**config.mk**
```make
export PLATFORM = sky130hd
export DESIGN_NAME = encoder_8_3_seq
export DESIGN_NICKNAME = d
export VERILOG_FILES = /design/src/rtl/encoder_8_3_seq_pkg.sv /design/src/rtl/encoder_8_3_seq_prio_enc.sv /design/src/rtl/encoder_8_3_seq.sv
export SDC_FILE = /design/constraint.sdc
export NUM_CORES = 1
export LEC_CHECK = 0
export ABC_AREA = 1
export CAP_MARGIN = 40
export CORE_MARGIN = 5
export CORE_UTILIZATION = 47
export CTS_CLUSTER_DIAMETER = 200
export DETAILED_ROUTE_END_ITERATION = 8
export GPL_TIMING_DRIVEN = 0
export PLACE_DENSITY_LB_ADDON = 0.12
export SETUP_SLACK_MARGIN = 0.1
export SLEW_MARGIN = 20
export SYNTH_ARGS = -nofsm -noshare
export SYNTH_HDL_FRONTEND = slang
export SYNTH_SLANG_ARGS = --single-unit
```
**constraint.sdc**
```tcl
create_clock -name clk -period 3.4 [get_ports clk]
set_input_delay 1.02 -clock clk [delete_from_list [all_inputs] [get_ports clk]]
set_output_delay 1.02 -clock clk [all_outputs]
set_load 0.01 [all_outputs]
```
**src/rtl/encoder_8_3_seq_pkg.sv**
```systemverilog
// Shared constants, FSM state type and one-hot helper for the sequential 8-to-3 encoder.
package encoder_8_3_seq_pkg;

  localparam int ENC_N = 8;
  localparam int ENC_W = 3;

  typedef enum logic {
    EMPTY = 1'b0,
    HOLD  = 1'b1
  } enc_state_e;

  function automatic logic [ENC_N-1:0] onehot(input logic [ENC_W-1:0] idx);
    onehot = {{(ENC_N-1){1'b0}}, 1'b1} << idx;
  endfunction

endpackage

```
**src/rtl/encoder_8_3_seq_prio_enc.sv**
```systemverilog
// Combinational highest-bit-wins priority encoder: bit 7 has top priority.
module prio_enc_8_3
  import encoder_8_3_seq_pkg::*;
(
  input  logic [ENC_N-1:0] req_i,
  output logic [ENC_W-1:0] idx_o,
  output logic             any_o
);

  // Ascending scan so the last (highest) set bit overwrites lower ones.
  always_comb begin
    idx_o = {ENC_W{1'b0}};
    any_o = |req_i;
    for (int i = 0; i < ENC_N; i++) begin
      if (req_i[i]) begin
        idx_o = i[ENC_W-1:0];
      end else begin
        idx_o = idx_o;
      end
    end
  end

endmodule

```
**src/rtl/encoder_8_3_seq.sv**
```systemverilog
// Sequential 8-to-3 encoder: pending request register drained one index at a time
// through a valid/ready output stage, with a sticky duplicate-request flag.
module encoder_8_3_seq
  import encoder_8_3_seq_pkg::*;
(
  input  logic             clk,
  input  logic             rst_n,
  input  logic [ENC_N-1:0] req_in,
  input  logic             load,
  output logic [ENC_W-1:0] y,
  output logic             valid,
  input  logic             ready,
  output logic [ENC_N-1:0] pend,
  output logic             dup_err
);

  enc_state_e       state_q;
  logic [ENC_W-1:0] y_q;
  logic             valid_q;
  logic [ENC_N-1:0] pend_q, pend_d;
  logic             dup_q, dup_d;

  logic [ENC_W-1:0] top_idx;
  logic             top_any;
  logic             issue;
  logic [ENC_N-1:0] clr;
  logic [ENC_N-1:0] held;

  prio_enc_8_3 u_prio (
    .req_i (pend_q),
    .idx_o (top_idx),
    .any_o (top_any)
  );

  // Issue decision and next pending/duplicate state; load is OR-ed after the clear so it wins.
  always_comb begin
    issue  = ((state_q == EMPTY) || ready) && top_any;
    clr    = issue ? onehot(top_idx) : {ENC_N{1'b0}};
    pend_d = (pend_q & ~clr) | (load ? req_in : {ENC_N{1'b0}});
    held   = valid_q ? onehot(y_q) : {ENC_N{1'b0}};
    dup_d  = dup_q | (load && ((req_in & (pend_q | held)) != {ENC_N{1'b0}}));
  end

  // Output FSM plus pending and sticky error registers.
  always_ff @(posedge clk) begin
    if (!rst_n) begin
      state_q <= EMPTY;
      y_q     <= {ENC_W{1'b0}};
      valid_q <= 1'b0;
      pend_q  <= {ENC_N{1'b0}};
      dup_q   <= 1'b0;
    end else begin
      pend_q <= pend_d;
      dup_q  <= dup_d;
      case (state_q)
        EMPTY: begin
          if (issue) begin
            state_q <= HOLD;
            y_q     <= top_idx;
            valid_q <= 1'b1;
          end else begin
            valid_q <= 1'b0;
          end
        end
        HOLD: begin
          if (issue) begin
            y_q     <= top_idx;
            valid_q <= 1'b1;
          end else if (ready) begin
            state_q <= EMPTY;
            valid_q <= 1'b0;
          end else begin
            valid_q <= 1'b1;
          end
        end
        default: begin
          state_q <= EMPTY;
          valid_q <= 1'b0;
        end
      endcase
    end
  end

  assign y       = y_q;
  assign valid   = valid_q;
  assign pend    = pend_q;
  assign dup_err = dup_q;

endmodule

```
### Word-level counts from Yosys, hierarchy flattened

Index checks and enable logic that the tools add are counted.

| word-level totals | value |
|---|---|
| register bits after elaboration | 13 |
| output and inout bits | 13 |
| word-level logic and storage cells | 33 |

| operators by class | value |
|---|---|
| shifts and indexed selects | 2 |
| mux-type cells | 15 |
| bitwise logic cells | 7 |
| reduce and logical (&&, ||, !) cells | 5 |

Operators by type and width:

| kind | count |
|---|---|
| $mux 8 | 3 |
| $and 8x8->8 | 2 |
| $or 8x8->8 | 2 |
| $shl 1x3->8 const A | 2 |
| $mux 3 | 5 |
| $not 8->8 | 1 |
| $reduce_bool 8->1 | 1 |
| $reduce_or 8->1 | 1 |
| $mux 1 | 4 |
| $mux 2 | 2 |
| $logic_and 1x1->1 | 2 |
| $pmux 1 s2 | 1 |
| $logic_or 1x1->1 | 1 |
| $not 1->1 | 1 |
| $or 1x1->1 | 1 |

### Longest topological paths before layout

Gate-level depths: netlist (run 1).

| logic depth | value |
|---|---|
| depth in word-level cells | 12 |
| mapped depth | 10 |

### Cells and area by module

Synthesis (run 1) repeated with hierarchy kept, for this count alone.

| unflattened totals | value |
|---|---|
| cell total of the unflattened synthesis | 124 |
| area, all modules | 763.2 um^2 |

Modules (own cells, without submodules):

| module | times used | cells each | area each (um^2) | sequential area each (um^2) |
|---|---|---|---|---|
| encoder_8_3_seq | 1 | 104 | 685.7 | 260.2 |
| prio_enc_8_3 | 1 | 20 | 77.6 | 0.0 |

### Least setup slack after synthesis (run 1)

No wires, ideal clock.

| timing path | value |
|---|---|
| kind | input -> register |
| from | input ready |
| to | register pend_q[2] (netlist: pend[2]) |
| setup time | 0.068 ns |
| arrival | 1.608 ns |
| data required time | 3.332 ns |
| path slack | 1.725 ns |
| cell stages on the path | 6 |
| buffers on the path | 0 |
| cell sequence | or2_4 nand3_2 inv_2 nand4_1 nand2_1 a21oi_2 |

| on the way | value |
|---|---|
| cells in the longest elaborated chain, start to end | 6 |

Ends and longest elaborated chain:

| what | RTL line | text |
|---|---|---|
| start: declaration | encoder_8_3_seq.sv:12 | `input logic ready,` |
| $logic_or 1x1->1 | encoder_8_3_seq.sv:37 | `issue = ((state_q == EMPTY) \|\| ready) && top_any;` |
| $logic_and 1x1->1 | encoder_8_3_seq.sv:37 |  |
| $mux 8 | encoder_8_3_seq.sv:38 | `clr = issue ? onehot(top_idx) : {ENC_N{1'b0}};` |
| $not 8->8 | encoder_8_3_seq.sv:39 | `pend_d = (pend_q & ~clr) \| (load ? req_in : {ENC_N{1'b0}});` |
| $and 8x8->8 | encoder_8_3_seq.sv:39 |  |
| $or 8x8->8 | encoder_8_3_seq.sv:39 |  |
| end signal: assignment | encoder_8_3_seq.sv:50 | `pend_q <= {ENC_N{1'b0}};` |
| end signal: assignment | encoder_8_3_seq.sv:53 | `pend_q <= pend_d;` |
| end: declaration | encoder_8_3_seq.sv:20 | `logic [ENC_N-1:0] pend_q, pend_d;` |

No other way between the ends.
A chain may end at the register's enable or synchronous reset.

### Worst setup path in the final report (run 1)

| timing path | value |
|---|---|
| from | register pend_q[2] (netlist: pend[2]) |
| to | output pend[2] |

RTL lines:

| what | RTL line | text |
|---|---|---|
| end: declaration | encoder_8_3_seq.sv:13 | `output logic [ENC_N-1:0] pend,` |

No word-level cell between the ends.

==> results of run 1 <==
[cell families (layout without fill, tap and decap cells)]
group / after synthesis / count (layout) / share of synthesized area, %
DFF: 13 / 13 / 34.6
buffers and inverters: 21 / 48 / 10.6
and+or+nand+nor: 69 / 69 / 38.1
AOI/OAI and AO/OA: 22 / 22 / 16.6
[where the power goes]
| group | internal, W | switching (W) |
|---|---|---|
| logic | 0.0000657 | 0.0000758 |
| clock network | 0.0000456 | 0.0000526 |
| registers | 0.000167 | 0.0000147 |
[through the flow]
step / cell area (um^2) / cells / setup WS, ns / total power [W] / hold slack, ns
finish: 1030 / 168 / 1.12 / 0.000422 / 0.455
global placement: 1000 / 164 / 1.21 / 0.000324 / 0.438
global route: 1030 / 168 / 1.06 / 0.000458 / 0.482
detailed placement: 1000 / 164 / 1.20 / 0.000327 / 0.448
CTS: 1030 / 168 / 1.11 / 0.000426 / 0.460
floorplan: 752 / 125 / 1.72 / 0.000267 / 0.474
[synth_stat cells, drive strengths merged, types with 2 or more instances]
cell type   n
nand2      55
inv        19
dfxtp      13
a21oi      12
nor2       10
o21ai       7
nand3       2
[sequential cells by signal (all words and copies together), names as in the netlist]
name     flops
dup_err      1
pend         8
valid        1
y            3
[cell usage in the layout, fill, tap and decap left out]
cell             count
or2_4                1
o21a_1               1
clkbuf_4             3
o21ai_1              3
dfxtp_1             13
nor2_1               8
nand3_2              2
nand4_1              1
nor2_2               2
buf_2                1
a21oi_2              2
o211ai_1             1
nand2_2              1
inv_2                4
clkbuf_1             2
inv_1               15
nand2_1             54
clkdlybuf4s50_1     23
a21oi_1             10
o21ai_0              4
a211oi_1             1
[layout make-up]
| class | instances | area [um^2] | share of cell area (%) |
|---|---|---|---|
| multi-input cells | 91 | 412 | 40.0 |
| flip-flops and latches | 13 | 260 | 25.3 |
| repair buffers | 23 | 230 | 22.4 |
| inverters | 19 | 71.3 | 6.93 |
| clock buffers | 4 | 26.3 | 2.55 |
| well taps | 16 | 20.0 | 1.95 |
| plain buffers | 2 | 8.76 | 0.852 |
[how the worst min path moves through the flow]
stage | from | slack (ns) | endpoint | cells past startpoint
CTS | dup_err | 0.46 | dup_err | 2
detailed placement | dup_err | 0.45 | dup_err | 2
global route | dup_err | 0.48 | dup_err | 2
finish | dup_err | 0.46 | dup_err | 2
floorplan | dup_err | 0.47 | dup_err | 2
global placement | dup_err | 0.44 | dup_err | 2
[routing by layer]
layer / global-route usage, % / part of all wire [%]
met1: 20.1 / 46
met2: 27.4 / 45
met3: 3.92 / 5.6
met4: 11.8 / 3.1
met5: 0 / 0
==> metrics.txt, run 1 <==
status completed; worst endpoint required time between 2 and 2.5 ns; largest area contributor in the netlist dfxtp_1; CTS tree built; cell count after synthesis 125; Remaining Overflow, GRT 0; total of warnings raised by yosys 0; largest net degree at the start of global routing 11; pwr dens 410 mW/mm^2; 1st-pass router iterations 4; Worst setup EP type primary output; Worst EP arrival 1.26 ns; Finished Core Util 68.3%; start of the worst register-to-register path pend[6]; die width ~50 um; Initial Utilization 49.9%; postcts setup bufs 0; antenna violations before repair 0; Die H roughly 50 um; CTS Root Cell clkbuf_4; slew of the pin with the lowest slew margin 0.526 ns; reg2reg setup slack 2.16 ns; # diodes 0; Critical path origin pend[2]; CTS H-tree lvls 1; Synth-to-Final Area Change 36.8%; register area share after synthesis between 30% and 40%; setup TNS 0 ns; WP buf/inv 1; Clock Latency Late Sink 0.28 ns; CP cell instances clkdlybuf4s50_1; DR iter-0 viols 24; critical path class flip-flop to primary output; Post-Syn Nets 137; Synth cell types 19; FMAX 438 MHz; CP Depth 1; FF-to-FF End pend[2]; slowest stage cell, crit path clkdlybuf4s50_1; worst min path class flip-flop to flip-flop; worst reg2reg path depth 8; Peak VDD IR 359 uV; core area 0.00151 mm^2; vias per cell 4.84; final setup fails 0; DR vias 813; final antenna-violating net count 0; clk slew on worst S/H paths 0.08 ns; Max stage delay on crit path 0.57 ns; GPL Wtd Cong 0.851; first-pass GRT wire length roughly 3300 um; Hold Vio Cnt, Final 0; EDFF count, synth 0; final WL 1850 um; Netlist Area Pre-Place 752 um^2; drt drc 0; Die Area 0.00250 mm^2; number of global-route vias before repair 768; fin crit share 67.1%; clk_skew 0.00322 ns; critical path launch point type flip-flop; Post-synth ARST share 0%; fillers between 150 and 200; Worst Setup EP pend[2]; Rows 14; Max Slew Vio Count 0; CTS sink count 13; Min Clock Period, post-route 2.28 ns; cts repair resizes 0; Worst slew margin 65.0%; clk buf depth 2; leakage power 0.491 nW; RSZ-0062 raised after global routing false; share of layout cells above drive strength 1 10.5%; Most used DFF post-synth dfxtp_1; Hold Buf Count CTS 0; NumNets Final roughly 170; Avg WL per Cell 11.0 um; GRT Total Usage 17.3%; Seq cells post-synth 13; CP Max Fanout 5; Synth top area share between 30% and 40%; Largest delay share family, worst path buffers and inverters; synth top area cells dfxtp_1 35%, nand2_1 27%, inv_1 7.5%; TritonCTS buffer count 3; PortBufs 23; Max Cap Violations 0; average size of a mapped cell approximately 6 um^2; dpl hpwl 1520 um; I/O Pins 25
Power figures use the tool's default switching activity.
==> run 2, diff against run 1 <==
--- a/config.mk
+++ b/config.mk
@@ -8,7 +8,7 @@
 export ABC_AREA = 1
 export CAP_MARGIN = 40
 export CORE_MARGIN = 5
-export CORE_UTILIZATION = 47
+export CORE_UTILIZATION = 44
 export CTS_CLUSTER_DIAMETER = 200
 export DETAILED_ROUTE_END_ITERATION = 8
 export GPL_TIMING_DRIVEN = 0
==> constraint.sdc (replaced) <==
create_clock -name clk -period 2.4 [get_ports clk]
set_input_delay 0.72 -clock clk [delete_from_list [all_inputs] [get_ports clk]]
set_output_delay 0.72 -clock clk [all_outputs]
set_load 0.01 [all_outputs]
==> run 2 against run 1 <==
First-iteration DRC count is 67% lower. Total power is 43% higher. Register-to-register slack worse by 1.0 ns. Sequential share of layout area hardly changed. Final cell count is 0.60% higher. Global-route usage is 0.15 points lower. Non-clock buffer count stayed put. Critical path type unchanged. Largest cell class unchanged. Largest power group unchanged. Highest routed layer unchanged.
==> metrics.txt, run 2 (synthesized netlist as in run 1, its figures left out) <==
first-pass GRT wire length 3300 um (was 3290 um); DR vias 835 (was 813); PortBufs 23 (unchanged); antenna violations before repair 0 (unchanged); CP cell instances clkdlybuf4s50_1 (unchanged); worst endpoint required time 1.68 ns (was 2.38 ns); largest net degree at the start of global routing 11 (unchanged); GRT Total Usage 17.1% (was 17.3%); worst min path class flip-flop to flip-flop (unchanged); DR iter-0 viols 8 (was 24); clk slew on worst S/H paths 0.09 ns (was 0.08 ns); Synth-to-Final Area Change 36.9% (was 36.8%); NumNets Final 165 (unchanged); Worst EP arrival 1.25 ns (was 1.26 ns); clk_skew 0.00742 ns (was 0.00322 ns); CTS tree built (unchanged); Worst setup EP type primary output (unchanged); dpl hpwl 1550 um (was 1520 um); CTS H-tree lvls 1 (unchanged); Largest register FFs 8 (unchanged); clk buf depth 2 (unchanged); vias per cell 4.94 (was 4.84); CP Max Fanout 5 (unchanged); slew of the pin with the lowest slew margin 0.526 ns (about the same); # diodes 0 (unchanged); postcts setup bufs 0 (unchanged); Clock Latency Late Sink 0.29 ns (was 0.28 ns); drt drc 0 (unchanged); CTS sink count 13 (unchanged); number of global-route vias before repair 774 (was 768); pwr dens 585 mW/mm^2 (was 410 mW/mm^2); status completed (unchanged); GPL Wtd Cong 0.899 (was 0.851); RSZ-0062 raised after global routing false (unchanged); fin crit share about 82%; Worst slew margin 65.0% (about the same); setup TNS 0 ns (unchanged); commonest non-fill, non-tap cell in the layout nand2_1 (unchanged); final WL 1900 um (was 1850 um); final antenna-violating net count 0 (unchanged); Max Slew Vio Count 0 (unchanged); WP buf/inv 1 (unchanged); 1st-pass router iterations 4 (unchanged); Hold Buf Count CTS 0 (unchanged); critical path class flip-flop to primary output (unchanged); CTS Root Cell clkbuf_4 (unchanged); most frequent cells in the layout 54 x nand2_1, 23 x clkdlybuf4s50_1, 15 x inv_1 (unchanged); Initial Utilization 45.0% (was 49.9%); Hold Vio Cnt, Final 0 (unchanged); Peak VDD IR 388 uV (was 359 uV); core area 0.00167 mm^2 (was 0.00151 mm^2); Avg WL per Cell 11.2 um (was 11.0 um); post-layout instance area 0.00103 mm^2 (about the same); Remaining Overflow, GRT 0 (unchanged); fillers 154 (was 151); FMAX a little over 500 MHz; leakage power 0.491 nW (unchanged); Die Area 0.00264 mm^2 (was 0.00250 mm^2); Min Clock Period, post-route between 1.5 and 2 ns; I/O Pins 25 (unchanged); die width 51.3 um (was 50 um); Rows 15 (was 14); TritonCTS buffer count 3 (unchanged); Die H 51.3 um (was 50 um); Largest delay share family, worst path buffers and inverters (unchanged); final setup fails 0 (unchanged); slowest stage cell, crit path clkdlybuf4s50_1 (unchanged); cts repair resizes 0 (unchanged); Area after DPL 0.00100 mm^2 (about the same); critical path launch point type flip-flop (unchanged); Max Cap Violations 0 (unchanged); Max stage delay on crit path 0.56 ns (was 0.57 ns); share of layout cells above drive strength 1 10.5% (unchanged)
run 2: area by class of cell:
type | instances | area (um^2) | share of cell area, %
multi-input cells | 91 | 412 | 40.0
flip-flops and latches | 13 | 260 | 25.3
repair buffers | 23 | 230 | 22.4
inverters | 19 | 71.3 | 6.93
clock buffers | 4 | 26.3 | 2.55
well taps | 17 | 21.3 | 2.07
plain buffers | 2 | 8.76 | 0.851
run 2: worst paths after layout:
kind / startpoint / endpoint / slack (ns) / cells after the start
setup / recovery: pend[2] / pend[2] / 0.43 / 1
hold / removal: dup_err / dup_err / 0.46 / 2
setup reg to reg: pend[1] / pend[3] / 1.16 / 9
hold reg to reg: dup_err / dup_err / 0.46 / 2
run 2: power by group:
group	internal, W	total [W]	switching, W	leakage [nW]
clock	0.0000647	0.000143	0.0000785	0.0150
combinational	0.0000931	0.000202	0.000109	0.368
sequential	0.000237	0.000258	0.0000207	0.108
run 2: stage by stage:
step	setup WS [ns]	hold slack, ns	utilization, %	total power, W	cells
after floorplan	1.02	0.474	-	0.000378	125
after global placement	0.493	0.439	60.1	0.000460	165
after detailed placement	0.481	0.451	60.1	0.000465	165
after CTS	0.429	0.466	61.6	0.000608	169
after global routing	0.374	0.491	61.6	0.000653	169
final	0.435	0.460	61.6	0.000603	169
run 2: metal layers:
metal	global-route usage (%)	part of all wire, %
met1	20.4	45
met2	27.5	47
met3	4.08	5.4
met4	10.5	2.6
met5	0	0
run 2: tightest hold or removal path, cell delays in order (launching register included):
cell     delay, ns
dfxtp_1       0.32
inv_1         0.05
a21oi_1       0.05
